==> src/rtl/logic_unit_pipe_if.sv <==
// Operand/result handshake bundle for logic_unit_pipe.
// Master drives operands and consumer ready; slave is the logic unit.
interface logic_unit_pipe_if #(
   parameter int unsigned WIDTH = 8
);
   logic             in_valid;
   logic             in_ready;
   logic [WIDTH-1:0] A;
   logic [WIDTH-1:0] B;
   logic [2:0]       s;
   logic             acc_sel;
   logic             acc_clr;
   logic             out_valid;
   logic             out_ready;
   logic [WIDTH-1:0] logic_out;
   logic             zero;
   logic             parity;

   modport master (
      output in_valid, A, B, s, acc_sel, acc_clr, out_ready,
      input  in_ready, out_valid, logic_out, zero, parity
   );

   modport slave (
      input  in_valid, A, B, s, acc_sel, acc_clr, out_ready,
      output in_ready, out_valid, logic_out, zero, parity
   );
endinterface

==> src/rtl/logic_unit_pipe.sv <==
// Registered WIDTH-bit logic unit: eight bitwise ops, accumulator operand,
// zero/parity flags, and a 2-entry valid/ready output buffer.
module logic_unit_pipe #(
   parameter int unsigned WIDTH = 8
) (
   input  logic               clk,
   input  logic               rst_n,
   logic_unit_pipe_if.slave   bus
);

   typedef struct packed {
      logic [WIDTH-1:0] data;
      logic             zero;
      logic             parity;
   } entry_t;

   typedef enum logic [1:0] {
      EMPTY = 2'd0,
      ONE   = 2'd1,
      FULL  = 2'd2
   } fill_e;

   fill_e            fill_q, fill_d;
   entry_t           head_q, head_d;
   entry_t           tail_q, tail_d;
   entry_t           new_ent;
   logic [WIDTH-1:0] acc_q, acc_d;
   logic [WIDTH-1:0] a_eff;
   logic [WIDTH-1:0] res;
   logic             in_ready;
   logic             out_valid;
   logic             accept;
   logic             pop;

   // in_ready depends on registered fill state only, never on out_ready.
   always_comb begin
      in_ready  = (fill_q != FULL);
      out_valid = (fill_q != EMPTY);
      accept    = bus.in_valid & in_ready;
      pop       = out_valid & bus.out_ready;
   end

   always_comb begin
      a_eff = bus.acc_sel ? (bus.acc_clr ? '0 : acc_q) : bus.A;
      unique case (bus.s)
         3'b000:  res = a_eff & bus.B;
         3'b001:  res = a_eff ^ bus.B;
         3'b010:  res = a_eff | bus.B;
         3'b011:  res = ~bus.B;
         3'b100:  res = ~(a_eff & bus.B);
         3'b101:  res = ~(a_eff ^ bus.B);
         3'b110:  res = ~(a_eff | bus.B);
         default: res = ~a_eff;
      endcase
      new_ent.data   = res;
      new_ent.zero   = (res == '0);
      new_ent.parity = ^res;
   end

   always_ff @(posedge clk or negedge rst_n) begin
      if (!rst_n) begin
         fill_q <= EMPTY;
         head_q <= '0;
         tail_q <= '0;
         acc_q  <= '0;
      end else begin
         fill_q <= fill_d;
         head_q <= head_d;
         tail_q <= tail_d;
         acc_q  <= acc_d;
      end
   end

   always_comb begin
      fill_d = fill_q;
      unique case (fill_q)
         EMPTY: if (accept) fill_d = ONE;
         ONE: begin
            if (accept && !pop)      fill_d = FULL;
            else if (!accept && pop) fill_d = EMPTY;
         end
         FULL:    if (pop) fill_d = ONE;
         default: fill_d = EMPTY;
      endcase
   end

   // Head is always the oldest entry; tail only holds the second of two.
   always_comb begin
      head_d = head_q;
      tail_d = tail_q;
      unique case (fill_q)
         EMPTY: if (accept) head_d = new_ent;
         ONE: begin
            if (accept && pop) head_d = new_ent;
            else if (accept)   tail_d = new_ent;
         end
         FULL:    if (pop) head_d = tail_q;
         default: ;
      endcase
   end

   always_comb begin
      acc_d = acc_q;
      if (accept)           acc_d = res;
      else if (bus.acc_clr) acc_d = '0;
   end

   always_comb begin
      bus.in_ready  = in_ready;
      bus.out_valid = out_valid;
      bus.logic_out = out_valid ? head_q.data   : '0;
      bus.zero      = out_valid ? head_q.zero   : 1'b0;
      bus.parity    = out_valid ? head_q.parity : 1'b0;
   end

endmodule

==> src/flat_wrapper.sv <==
// flat-port wrapper written by rule: the top's interface ports become plain ports
module logic_unit_pipe_flat 
#(
   parameter int unsigned WIDTH = 8
)
  (clk, rst_n, bus_in_valid, bus_A, bus_B, bus_s, bus_acc_sel, bus_acc_clr, bus_out_ready, bus_in_ready, bus_out_valid, bus_logic_out, bus_zero, bus_parity);
  logic_unit_pipe_if #(.WIDTH(WIDTH)) bus_i ();
  input  logic clk;
  input  logic rst_n;
  input wire logic [$bits(bus_i.in_valid)-1:0] bus_in_valid;
  input wire logic [$bits(bus_i.A)-1:0] bus_A;
  input wire logic [$bits(bus_i.B)-1:0] bus_B;
  input wire logic [$bits(bus_i.s)-1:0] bus_s;
  input wire logic [$bits(bus_i.acc_sel)-1:0] bus_acc_sel;
  input wire logic [$bits(bus_i.acc_clr)-1:0] bus_acc_clr;
  input wire logic [$bits(bus_i.out_ready)-1:0] bus_out_ready;
  output wire logic [$bits(bus_i.in_ready)-1:0] bus_in_ready;
  output wire logic [$bits(bus_i.out_valid)-1:0] bus_out_valid;
  output wire logic [$bits(bus_i.logic_out)-1:0] bus_logic_out;
  output wire logic [$bits(bus_i.zero)-1:0] bus_zero;
  output wire logic [$bits(bus_i.parity)-1:0] bus_parity;
  assign bus_i.in_valid = bus_in_valid;
  assign bus_i.A = bus_A;
  assign bus_i.B = bus_B;
  assign bus_i.s = bus_s;
  assign bus_i.acc_sel = bus_acc_sel;
  assign bus_i.acc_clr = bus_acc_clr;
  assign bus_i.out_ready = bus_out_ready;
  assign bus_in_ready = bus_i.in_ready;
  assign bus_out_valid = bus_i.out_valid;
  assign bus_logic_out = bus_i.logic_out;
  assign bus_zero = bus_i.zero;
  assign bus_parity = bus_i.parity;
  logic_unit_pipe #(.WIDTH(WIDTH)) u_core (.clk(clk), .rst_n(rst_n), .bus(bus_i));
endmodule
==> config.mk <==
export PLATFORM = sky130hd
export DESIGN_NAME = logic_unit_pipe_flat
export DESIGN_NICKNAME = d
export VERILOG_FILES = /design/src/rtl/logic_unit_pipe_if.sv /design/src/rtl/logic_unit_pipe.sv /design/src/flat_wrapper.sv
export SDC_FILE = /design/constraint.sdc
export NUM_CORES = 1
export LEC_CHECK = 0
export ABC_AREA = 1
export CORE_MARGIN = 3
export CORE_UTILIZATION = 50
export DETAILED_ROUTE_END_ITERATION = 7
export PLACE_DENSITY = 0.74
export SETUP_SLACK_MARGIN = 0.5
export SLEW_MARGIN = 10
export SYNTH_ARGS = -nofsm -noshare
export SYNTH_HDL_FRONTEND = slang
export SYNTH_SLANG_ARGS = --single-unit
==> constraint.sdc <==
create_clock -name clk -period 3.7 [get_ports clk]
set_input_delay 0.74 -clock clk [delete_from_list [all_inputs] [get_ports clk]]
set_output_delay 0.74 -clock clk [all_outputs]
set_load 0.1 [all_outputs]
==> results.cfg, run 1 <==
[outcome]
status = completed

[clock_tree]
path_clk_slew_ns = 0.07
cts_root_buf = clkbuf_8
clock-sinks = 30
cts_tree = built
hold_buffers = 0
clk_latency_ns = 0.28
htree_levels = 2
cts_buffers = 5
clk_path_buf_depth = 2

[floorplan]
io_pins = 37
initial_core_util = 0.5329
die_h_um = 77.89
dieArea_um2 = 6066
dieWidth_um = 77.89
fp-row-count = 25
core-area_um2 = 4848

[grt]
grt_antenna_before_repair = 0
grt_pass1_vias = 2439
grt_pass1_wl_mm = 11.61
track_usage = 0.2407
grt_overflow = 0
grt_max_degree = 31

[detailed_routing]
vias = 2722
drc = 0
vias_per_cell = 5.316
firstDrtPassIters = 5
drtIter0Drc = 249
drt_wl_total_mm = 7.160
ant_nets = 0
wire_per_inst_um = 13.98

[layout]
num-nets-final = 489
layout.area.seq_um2 = 750.7
finish.utilization = 0.6581
multi_input_area_um2 = 1627
area_growth_pct = 23.49
fillers = 446
antenna_cells = 0
drive_above_1_share = 0.1303

[power_and_ir_drop]
p_int_w = 0.0008212
swShare = 0.4790
clock_power_share = 0.171
p_leak_nw = 1.768
peakVddDrop_mv = 0.4023
pwr-share-seq = 0.310
p_comb_frac = 0.519
switchingPower_w = 0.0007549
p_per_area_nw_per_um2 = 494.0

[synth]
syn_area_um2 = 2584
synth_top_area_share = 0.2906
synth_most_common_cell = nand2_1
synth_area_per_cell_um2 = 6.476
synthTopCellsByCount = nand2_1 (124), nor2_1 (55), inv_1 (44), nand3_1 (44), dfrtp_1 (30)
synth_edf_count = 0
synth_seq_cells = 30
synthCells = 399
yosys-top-cells-area = dfrtp_1 (29%), nand2_1 (18%), ha_1 (9.7%)
synth_cell_types = 23
seq_area_frac_synth = 0.2906
synthFlopType = dfrtp_1
synth_warnings = 0
synth.net_count = 444
async_flop_share = 1.000
yosys.area.top_type = dfrtp_1

[placement]
numPortBuffers = 36
place_ws_ns = -0.006008
dp_hpwl_mm = 5.105
place.gp.congestion = 0.8910

[worst_setup_path]
critPathTopFamily = buffers and inverters
crit_type = in -> reg
critPathBufInv = 3
cp_slowest_cell = clkdlybuf4s50_1
worst_ep_arrival_time_ns = 3.22
crit_chain = clkdlybuf4s50_1 -> buf_4 -> nand3_4 -> inv_2 -> nand2_1 -> nand2_1 -> ha_1 -> xor2_1 -> xnor2_1 -> o21ai_0 -> o21ai_0
cp_slowest_stage_delay_ns = 0.75
critPathLaunchType = primary input
cp_max_fo = 16
cp.required_ns = 3.86
end_kind = register

[sta]
finClkSkew_ns = 0.004186
slew_viol_final = 0
timing.fmax_mhz = 326.9
worst_pin_slew_ns = 0.8449
setup_viol_count_final = 0
hold_violations = 0
post-route-min-period_ns = 3.059
finalWorstSetupSlack_ns = 0.6406
grt_setup_unrepaired = false
slew_headroom = 0.4346
finalCritPeriodShare = 0.8269

[worst_hold_path]
hold_path.class = reg -> reg

[flow_run]
maxCapViolCount = 0
-- final timing paths --
kind                                               from                            to  slack, ns  cells past startpoint
max reg2reg                   u_core.acc_q[0]$_DFF_PN0_  u_core.head_q[0]$_DFFE_PN0P_       1.31                     14
min reg2reg                u_core.tail_q[4]$_DFFE_PN0P_  u_core.tail_q[4]$_DFFE_PN0P_       0.48                      2
min                        u_core.tail_q[4]$_DFFE_PN0P_  u_core.tail_q[4]$_DFFE_PN0P_       0.48                      2
max in group asynchronous                         rst_n     u_core.acc_q[7]$_DFF_PN0_       2.57                      2
max                                            bus_s[0]  u_core.head_q[0]$_DFFE_PN0P_       0.64                     11
min in group asynchronous                         rst_n  u_core.head_q[9]$_DFFE_PN0P_       0.84                      2
-- layout by cell type (no fill, tap or decap), types with 2 or more instances in the layout --
master / synthesis / routed
buf_4: 4 / 28
clkbuf_8: 0 / 6
clkdlybuf4s50_1: 0 / 22
dfrtp_1: 30 / 30
ha_1: 20 / 19
inv_1: 44 / 43
inv_2: 3 / 3
nand2_1: 124 / 124
nand3_1: 44 / 44
nand3_2: 5 / 5
nand3b_1: 8 / 8
nand4_1: 26 / 26
nor2_1: 55 / 52
nor2_2: 2 / 4
o21ai_0: 14 / 8
o21ai_1: 0 / 3
o21ai_2: 0 / 2
-- power by group through the flow --
stage | Clock, W | Combinational (W) | Sequential (W)
after detailed placement | 0 | 0.000795 | 0.000492
after floorplan | 0 | 0.000609 | 0.000479
after CTS | 0.000274 | 0.000799 | 0.000486
after global routing | 0.000293 | 0.000894 | 0.000501
after global placement | 0 | 0.000787 | 0.000488
final | 0.000270 | 0.000817 | 0.000489
-- what timing repair did --
item | 4_1_cts | 5_1_grt
setup endpoints to repair | 2 | 3
hold endpoints to repair | 0 | 0
gates resized for setup | 6 | 16
gates cloned | 0 | 1
pin swaps | 0 | 0
buffers inserted | 0 | 2
-- layout make-up --
cell class | instances | area share
Multi-Input combinational cell | 306 | 0.5098
Clock buffer | 7 | 0.02706
Timing Repair inverter | 1 | 0.002353
Sequential cell | 30 | 0.2353
Clock inverter | 1 | 0.001569
Tap cell | 67 | 0.02627
Inverter | 48 | 0.05725
Timing Repair Buffer | 52 | 0.1404
-- kinds of logic after synthesis --
group,count (synthesis),share of synthesized area
xor+xnor,3,0.01017
buf+inv,63,0.09976
compound gates,18,0.04019
fa+ha+maj,20,0.09685
flops,30,0.2906
simple gates,265,0.4625
-- metrics by stage --
stage	hold WS [ns]	std cells	power [W]	setup TNS, ns	area [um^2]
floorplan	0.4444	399	0.001087	0	2584
global placement	0.4654	501	0.001275	0	3025
detailed placement	0.4646	501	0.001287	-0.006008	3025
CTS	0.4809	509	0.001559	0	3115
global route	0.4994	512	0.001688	0	3191
finish	0.4809	512	0.001576	0	3191
-- metal layers --
metal / GRT usage / vias up / routed length, um
met2: 0.3682 / 102 / 3287
met3: 0.03596 / 7 / 481
met4: 0.06940 / 0 / 88
met1: 0.3509 / 1232 / 3303
met5: 0 / - / 0
li1: - / 1381 / -
-- flip-flops by register name, indices dropped and copies added, names as in the netlist --
| register | flops |
|---|---|
| u_core.acc_q | 8 |
| u_core.fill_q | 2 |
| u_core.head_q | 10 |
| u_core.tail_q | 10 |
-- worst register-to-register path, stage by stage (launching register included) --
cell	delay, ns
dfrtp_1	0.38
nand2_1	0.07
nand2_1	0.05
o21ai_1	0.16
ha_1	0.30
nand4_1	0.09
nand2_1	0.06
nor2_1	0.16
nand3_2	0.15
nand2_1	0.10
ha_1	0.24
xor2_1	0.16
xnor2_1	0.14
o21ai_0	0.13
o21ai_0	0.09
Note: power is estimated with default switching activity, not from simulation.
==> run 2: changes to the inputs <==
Settings changed: PLACE_DENSITY 0.74 to 0.77.
Clock period 3.7 ns to 2.67 ns, I/O delays scaled along.
==> run 2 against run 1 <==
Effect of this change: the flow now stops in global routing (5_1_grt); synthesized cell count did not move; area after synthesis unchanged.
==> results.cfg, run 2 <==
[outcome]
status = did not finish
haltStage = global routing (5_1_grt)
stop_error = [ERROR GRT-0232] Routing congestion too high. Check the congestion heatmap in the GUI.

[grt]
grt_overflow = 322
grt_max_degree = 31
track_usage = 0.8826

[floorplan]
initial_core_util = 0.5329
dieWidth_um = 77.89
die_h_um = 77.89
io_pins = 37
fp-row-count = 25

[sta]
worst_endpoint = u_core.head_q[0]$_DFFE_PN0P_/D
worst-ep-kind = sequential cell input

[clock_tree]
clk_path_buf_depth = 2
htree_levels = 2
hold_buffers = 0
clock-sinks = 30
cts_root_buf = clkbuf_8
cts_buffers = 5

[synth]
synth_area_per_cell_um2 = 6.476
yosys-top-cells-area = dfrtp_1 (29%), nand2_1 (18%), ha_1 (9.7%)
async_flop_share = 1.000
synth_top_area_share = 0.2906
synth_cell_types = 23
synth_seq_cells = 30
syn_area_um2 = 2584
synthCells = 399
synthFlopType = dfrtp_1
synth_edf_count = 0
synthTopCellsByCount = nand2_1 (124), nor2_1 (55), inv_1 (44), nand3_1 (44), dfrtp_1 (30)
synth_most_common_cell = nand2_1
seq_area_frac_synth = 0.2906
yosys.area.top_type = dfrtp_1
synth.net_count = 444
synth_warnings = 0

[placement]
dp_hpwl_mm = 6.069
numPortBuffers = 36
place_ws_ns = -0.7275
place.gp.congestion = 0.9434
## run 2: cell counts after synthesis
Identical to the previous run, type by type.
## run 2: cells by family after synthesis
logic type | synth area share
compound gates | 0.04019
xor+xnor | 0.01017
simple gates | 0.4625
buf+inv | 0.09976
flops | 0.2906
fa+ha+maj | 0.09685
## run 2: timing repair
item,in CTS
cloned,1
setup buffers,58
pin swaps,73
resized for setup,120
setup endpoints to repair,28
## run 2: per-layer routing
| layer | overflow | track usage |
|---|---|---|
| met1 | 1 | 0.8341 |
| met2 | 193 | 1.097 |
| met3 | 1 | 0.6450 |
| met4 | 127 | 1.073 |
| met5 | 0 | 0.1000 |
## run 2: through the flow
stage,cells,area (um^2),setup TNS [ns],hold slack (ns)
CTS,625,4390,0,0.4750
global placement,558,3500,-1.832,0.4652
floorplan,399,2611,0,0.2384
detailed placement,558,3500,-2.436,0.4669
==> run 3: changes to the inputs <==
Settings changed: CORE_UTILIZATION 50 to 35, PLACE_DENSITY 0.77 to unset, PLACE_DENSITY_LB_ADDON set to 0.15, SETUP_SLACK_MARGIN 0.5 to unset.
Clock period 2.67 ns to 3.45 ns, I/O delays scaled along.
==> run 3 against run 2 <==
Effect of this change: the flow now finishes without violations.
==> results.cfg, run 3 (synthesis gave the netlist of run 1 again) <==
[placement]
placed_area_um2 = 3167
place.gp.congestion = 0.9269
numPortBuffers = 36
dp.cells = 544
place_ws_ns = 0.01609
dp_hpwl_mm = 5.494

[clock_tree]
cts_buffers = 5
clk_path_buf_depth = 2
cts_setup_buffers = 0
clk_latency_ns = 0.28
cts_resized = 0
cts_tree = built
clock-sinks = 30
htree_levels = 2
hold_buffers = 0
cts_root_buf = clkbuf_8
path_clk_slew_ns = 0.07

[layout]
final_cell_mix = nand2_1 (124), nor2_1 (55), inv_1 (44), nand3_1 (44), buf_4 (40)
final_design_area_no_fill_um2 = 3258
antenna_cells = 0
layout_commonest_cell = nand2_1
drive_above_1_share = 0.1294
final_cells = 552
area_growth_pct = 26.10
top_regs = u_core.head_q (10), u_core.tail_q (10), u_core.acc_q (8)
num-nets-final = 500

[sta]
post-route-min-period_ns = 3.166
finClkSkew_ns = 0.007607
worst_pin_slew_ns = 0.8036
tns_ns = 0
hold_violations = 0
whs_ns = 0.4776
grt_setup_unrepaired = false
setup_viol_count_final = 0
finalWorstSetupSlack_ns = 0.2845
finalCritPeriodShare = 0.9175
slew_viol_final = 0
timing.fmax_mhz = 315.9
slew_headroom = 0.4623

[floorplan]
io_pins = 37
initial_core_util = 0.3701
fp-row-count = 30
die_h_um = 91.92
dieWidth_um = 91.92
core-area_um2 = 6982
dieArea_um2 = 8449

[power_and_ir_drop]
peakVddDrop_mv = 0.2389
p_per_area_nw_per_um2 = 517.4
pwr-share-seq = 0.310
p_leak_nw = 1.802
swShare = 0.4725
clock_power_share = 0.171
p_int_w = 0.0008892
switchingPower_w = 0.0007967
p_comb_frac = 0.519

[detailed_routing]
drt_wl_total_mm = 7.193
vias = 2682
ant_nets = 0
firstDrtPassIters = 4
wire_per_inst_um = 13.03
drtIter0Drc = 155
vias_per_cell = 4.859
drc = 0

[worst_setup_path]
cp_max_fo = 9
cp_slowest_stage_delay_ns = 0.39
worst_ep_arrival_time_ns = 3.33
crit_chain = clkdlybuf4s50_1 -> inv_1 -> buf_4 -> nand2_1 -> nand2_1 -> o21ai_0 -> ha_1 -> nand4_1 -> nand2_1 -> nor2_1 -> nand3_2 -> nand2_1 -> ha_1 -> xor2_1 -> xnor2_1 -> o21ai_0 -> o21ai_0
end_kind = register
cp.required_ns = 3.61
cp_slowest_cell = clkdlybuf4s50_1
crit_type = in -> reg
crit_top_cell = nand2_1
critPathLaunchType = primary input

[flow_run]
maxCapViolCount = 0

[grt]
grt_pass1_vias = 2519
grt_max_degree = 31
grt_antenna_before_repair = 0
grt_pass1_wl_mm = 12.16
grt_overflow = 0
track_usage = 0.1793

[worst_hold_path]
hold_path.class = reg -> reg

[outcome]
status = completed
[run 3: path summary, 6_finish.rpt]
| check | start | end | depth (start not counted) | slack [ns] |
|---|---|---|---|---|
| hold reg to reg | u_core.head_q[4]$_DFFE_PN0P_ | u_core.head_q[4]$_DFFE_PN0P_ | 2 | 0.48 |
| max in group asynchronous | rst_n | u_core.tail_q[2]$_DFFE_PN0P_ | 2 | 2.36 |
| hold / removal | u_core.head_q[4]$_DFFE_PN0P_ | u_core.head_q[4]$_DFFE_PN0P_ | 2 | 0.48 |
| setup reg to reg | u_core.acc_q[5]$_DFF_PN0_ | u_core.head_q[0]$_DFFE_PN0P_ | 15 | 1.00 |
| setup / recovery | bus_acc_clr | u_core.head_q[0]$_DFFE_PN0P_ | 17 | 0.28 |
| min in group asynchronous | rst_n | u_core.tail_q[6]$_DFFE_PN0P_ | 2 | 0.80 |
[run 3: layout make-up]
cell class,instances,area (um^2)
flip-flops and latches,30,750.7
inverters,48,180.2
multi-input cells,306,1575
clock inverters,1,5.005
clock buffers,7,86.33
well taps,96,120.1
repair buffers,64,540.5
fillers,764,3724
[run 3: power groups by stage]
stage / Clock, W / Sequential, W / Combinational (W)
floorplan: 0 / 0.000513 / 0.000653
global route: 0.000315 / 0.000538 / 0.000967
global placement: 0 / 0.000525 / 0.000873
finish: 0.000288 / 0.000523 / 0.000875
CTS: 0.000297 / 0.000524 / 0.000882
detailed placement: 0 / 0.000529 / 0.000878
[run 3: routing by layer]
layer  GRT usage  part of all wire  vias to the layer above
li1            -                 -                     1400
met4     0.04208             0.014                        0
met2      0.2920              0.45                       54
met5           0                 0                        -
met3     0.03035             0.036                       10
met1      0.2481              0.50                     1218
[run 3: worst max-delay path: cells and delay by family]
kind            cells  cell delay [ns]
simple gates        7             0.61
compound gates      3             0.40
fa+ha+maj           2             0.58
buf+inv             3             0.71
xor+xnor            2             0.30
[run 3: per-stage QoR]
step,total power [W],utilization
6_report,0.001686,0.4667
4_1_cts,0.001703,0.4667
5_1_grt,0.001820,0.4667
3_5_place_dp,0.001407,0.4536
2_1_floorplan,0.001166,-
3_3_place_gp,0.001398,0.4536
